### src/rtl/move_encoder.sv
// Turns a one-hot 3x3 cell-press vector into a validated (row, column) move
// on a valid/ready handshake, tracking occupancy, turn and press errors.
module move_encoder (
  input  logic       clk,
  input  logic       rst_n,
  input  logic       clear,
  input  logic [8:0] cell_req,
  input  logic       move_ready,
  output logic [1:0] r,
  output logic [1:0] c,
  output logic       player,
  output logic       move_valid,
  output logic       err_multi,
  output logic       err_taken,
  output logic [8:0] occupied,
  output logic       full
);

  typedef enum logic [1:0] {IDLE, HOLD, WAIT_RELEASE} state_t;

  state_t     state_q, state_d;
  logic [1:0] r_q, r_d, c_q, c_d;
  logic       turn_q, turn_d;
  logic       valid_q, valid_d;
  logic       err_multi_q, err_multi_d;
  logic       err_taken_q, err_taken_d;
  logic [8:0] occ_q, occ_d;
  logic [8:0] sel_q, sel_d;

  logic [3:0] press_cnt;
  logic [1:0] pick_row, pick_col;
  logic       press_multi, press_taken;

  // Reverse of the row/column decode; only meaningful when exactly one bit is set.
  always_comb begin
    press_cnt = '0;
    pick_row  = '0;
    pick_col  = '0;
    for (int k = 0; k < 9; k++) begin
      if (cell_req[k]) begin
        press_cnt = press_cnt + 4'd1;
        pick_row  = 2'(k / 3 + 1);
        pick_col  = 2'(k % 3 + 1);
      end
    end
  end

  assign press_multi = (press_cnt > 4'd1);
  assign press_taken = |(cell_req & occ_q);

  always_comb begin
    // NOTE: every next-state signal gets its hold value first so no path infers a latch.
    state_d     = state_q;
    r_d         = r_q;
    c_d         = c_q;
    turn_d      = turn_q;
    valid_d     = valid_q;
    occ_d       = occ_q;
    sel_d       = sel_q;
    err_multi_d = 1'b0;
    err_taken_d = 1'b0;

    if (clear) begin
      // Landing in WAIT_RELEASE keeps a key held across the clear from being captured.
      state_d = WAIT_RELEASE;
      r_d     = '0;
      c_d     = '0;
      turn_d  = 1'b0;
      valid_d = 1'b0;
      occ_d   = '0;
      sel_d   = '0;
    end else begin
      unique case (state_q)
        IDLE: begin
          if (press_multi) begin
            err_multi_d = 1'b1;
            state_d     = WAIT_RELEASE;
          end else if (press_taken) begin
            err_taken_d = 1'b1;
            state_d     = WAIT_RELEASE;
          end else if (press_cnt == 4'd1) begin
            r_d     = pick_row;
            c_d     = pick_col;
            sel_d   = cell_req;
            valid_d = 1'b1;
            state_d = HOLD;
          end
        end
        HOLD: begin
          if (move_ready) begin
            occ_d   = occ_q | sel_q;
            turn_d  = ~turn_q;
            valid_d = 1'b0;
            state_d = WAIT_RELEASE;
          end
        end
        WAIT_RELEASE: begin
          if (cell_req == 9'h000) state_d = IDLE;
        end
        default: state_d = IDLE;
      endcase
    end
  end

  // NOTE: sequential state uses non-blocking assignments so all registers update together.
  always_ff @(posedge clk or negedge rst_n) begin
    if (!rst_n) begin
      state_q     <= IDLE;
      r_q         <= '0;
      c_q         <= '0;
      turn_q      <= 1'b0;
      valid_q     <= 1'b0;
      err_multi_q <= 1'b0;
      err_taken_q <= 1'b0;
      occ_q       <= '0;
      sel_q       <= '0;
    end else begin
      state_q     <= state_d;
      r_q         <= r_d;
      c_q         <= c_d;
      turn_q      <= turn_d;
      valid_q     <= valid_d;
      err_multi_q <= err_multi_d;
      err_taken_q <= err_taken_d;
      occ_q       <= occ_d;
      sel_q       <= sel_d;
    end
  end

  // The turn register doubles as the presented mover: it only changes at a handshake.
  assign r          = r_q;
  assign c          = c_q;
  assign player     = turn_q;
  assign move_valid = valid_q;
  assign err_multi  = err_multi_q;
  assign err_taken  = err_taken_q;
  assign occupied   = occ_q;
  assign full       = &occ_q;

endmodule

### config.mk
export PLATFORM = sky130hd
export DESIGN_NAME = move_encoder
export DESIGN_NICKNAME = d
export VERILOG_FILES = /design/src/rtl/move_encoder.sv
export SDC_FILE = /design/constraint.sdc
export NUM_CORES = 1
export LEC_CHECK = 0
export ABC_AREA = 1
export CORE_MARGIN = 2
export CORE_UTILIZATION = 32
export CTS_CLUSTER_SIZE = 16
export DETAILED_ROUTE_END_ITERATION = 16
export PLACE_DENSITY_LB_ADDON = 0.08
export RECOVER_POWER = 50
export SETUP_SLACK_MARGIN = 0.05
export SLEW_MARGIN = 20
export SYNTH_ARGS = -nofsm -noshare
export SYNTH_HDL_FRONTEND = slang
export SYNTH_SLANG_ARGS = --single-unit
### constraint.sdc
create_clock -name clk -period 5.77 [get_ports clk]
set_input_delay 1.4425 -clock clk [delete_from_list [all_inputs] [get_ports clk]]
set_output_delay 1.4425 -clock clk [all_outputs]
set_load 0.02 [all_outputs]
==> out/summary.txt <==
Commonest non-fill, non-tap cell in the layout -> nand2_1
VDD IR-drop max -> 0.105 mV
Simple-Gate Fraction of Synth Area -> 46.7%
Non-Filler Instances -> 493
Detailed placement HPWL -> 4850 um
DR vias/cell -> 4.69
Wire length on met2 -> 2970 um
CP Buf/Inv Count -> 6
Cts bufs inserted -> 3
Tot Pwr -> 792 uW
Initial antenna violation count -> 0
Nets -> 419
LEAKAGE -> 1.62 nW
DRC violations left -> 0
Synth Cell Area -> 0.00237 mm^2
Placer Congestion -> 0.850
H-tree Lvls -> 1
Syn. warnings -> 0
Syn Nets -> 355
Max Fclk -> 185 MHz
Post-Route WL -> 6340 um
Slew margin rel. -> -2.07%
Layout cells sized above 1 -> 25.6%
FF+latch count, synth -> 28
Worst skew pair latency -> 270 ps
R2r setup slk -> 3590 ps
Most frequent cells in the layout -> nand2_1 (88), inv_1 (39), buf_4 (38), nand3_1 (32), dfrtp_1 (28)
Max-Cap Viols -> 1
Worst Max-Slew Pin Slew -> 1530 ps
Clock root cell -> clkbuf_8
Final setup viols -> 0
ANT nets after route -> 0
Critical path's slowest cell -> clkdlybuf4s50_1
P per Cell Area -> 251 mW/mm^2
Seq/Total Area, Yosys -> 29.6%
Util after Layout -> 43.8%
First-pass GRT wire length -> 10900 um
Met3 wire len -> 240 um
# rows -> 31
Post-CTS Hold Fix Bufs -> 0
Final Cycle Share -> 93.5%
Synth Area in Compound Gates -> 7.72%
I/O Buffers -> 30
Synthesized instance count -> 331
Setup CP Type -> primary input to register
RSZ-0062 raised after global routing -> false
Clock tree buffer depth -> 2
CP max FO -> 7
Average routed wire per standard cell -> 12.9 um
Die Wd -> 90.0 um
Placed Cells -> 483
Synth Area in Adders -> 5.82%
Clock Pin Slew Worst Setup and Hold Paths -> 100 ps
Async SR Flop Fraction -> 100%
Area delta synth->final -> 33.5%
Vias in the first global route -> 2255
Setup tns final -> 0 ps
Largest net degree at the start of global routing -> 29
Critical Path End Type -> register
Main combinational cell family by area after synthesis -> simple AND/OR/NAND/NOR gates
Clock skew -> 2.27 ps
GRT Total Usage -> 16.1%
Req. time, crit path -> 5940 ps
Syn_area_per_cell -> 7.15 um^2
Die area -> 0.00810 mm^2
Outcome -> finished, violations left
Worst Setup Start Kind -> primary input
Clock net sink count -> 28
Top_reg_cell synth -> dfrtp_1
TritonCTS clock tree -> built
WP data arrival -> 5560 ps
I/O pin cnt -> 31
Hold Vio Cnt, Final -> 0
DRT Pass-1 Iters -> 4
Post-Place Worst Slack -> -270 ps
Final WS setup -> 376 ps
Core area -> 0.00721 mm^2
Die Y -> 90.0 um
Post-synthesis mux area share -> 0%
Top routing layer in use -> met4
DRT met1 WL -> 3110 um
Cell family with most CP delay -> simple AND/OR/NAND/NOR gates
Failing checks -> capacitance limit, slew limit
Final period demand of the worst path -> 5390 ps
Final Max Slew Viols -> 29
Worst Hold Class -> register to register
Netlist cell types -> 38
Total gr overflow -> 0
Initial Utilization -> 32.8%
XOR/XNOR Fraction of Synth Area -> 0.370%
EDFF count, synth -> 0
Crit path top cell by count -> buf_4
1st-iter DRT viols -> 112
Vias -> 2313
N_diodes -> 0
Slowest stage delay, CP -> 520 ps
-- cells in the mapped netlist (4+ instances only) --
library cell	count	area, um^2
nand2_1	91	342
inv_1	42	158
nand3_1	32	160
dfrtp_1	28	701
nor2_1	18	67.6
nand3_2	15	150
nand4_1	14	87.6
a21oi_1	11	55.1
ha_1	11	138
nand2_2	10	62.6
o21ai_0	8	40.0
nand2_4	6	67.6
buf_2	5	25.0
clkbuf_1	4	15.0
nor2_2	4	25.0
-- stage by stage --
stage / cell area [um^2] / hold slack (ps)
global route: 3160 / 532
CTS: 3090 / 517
global placement: 2980 / 485
finish: 3160 / 510
floorplan: 2370 / 472
detailed placement: 2980 / 491
-- sequential cells by signal (all words and copies together) (netlist names) --
signal      count
occupied        9
sel_q           9
c               2
r               2
state_q         2
err_multi       1
err_taken       1
move_valid      1
player          1
-- layout make-up --
type                            count  area [um^2]
Tap cell                           99          124
Inverter                           45          169
Fill cell                         757         4060
Clock buffer                        4         55.1
Sequential cell                    28          701
Timing Repair Buffer               69          594
Multi-Input combinational cell    248         1520
-- kinds of logic (layout without fill, tap and decap cells) --
family / after synthesis / in the layout
simple gates: 205 / 206
buf+inv: 56 / 118
compound gates: 30 / 30
flops: 28 / 28
fa+ha+maj: 11 / 11
xor+xnor: 1 / 1
-- path summary, 6_finish.rpt --
check	start	end	depth (start not counted)
min in group asynchronous	rst_n	r[1]	2
worst min-delay path	move_valid	move_valid	2
max in group asynchronous	rst_n	occupied[3]	2
worst min register to register	move_valid	move_valid	2
worst max register to register	state_q[0]	occupied[3]	6
worst max-delay path	cell_req[2]	r[0]	27
-- repair_timing --
action | 4_1_cts | 5_1_grt
gates resized for setup | 3 | 17
pin swaps | 5 | 6
buffers inserted | 4 | 1
endpoints found under the setup margin | 13 | 16
gates cloned | 1 | 0
-- worst min-delay path, delay by kind of cell, from the launching register on --
family | cells | cell delay [ps]
AO/OA/AOI/OAI | 1 | 40
flip-flops | 1 | 360
AND/OR/NAND/NOR | 1 | 70
-- routing by layer --
metal / GRT usage [%] / vias to the layer above
li1: - / 1211
met1: 23.3 / 1057
met2: 26.4 / 43
met3: 2.35 / 2
met4: 1.92 / 0
met5: 0 / -
-- report_power, final --
part           switching [mW]  internal [mW]
combinational           0.233          0.171
clock                  0.0612         0.0611
sequential             0.0297          0.236
total                   0.324          0.469
No activity file was read; power rests on OpenSTA's default activity.
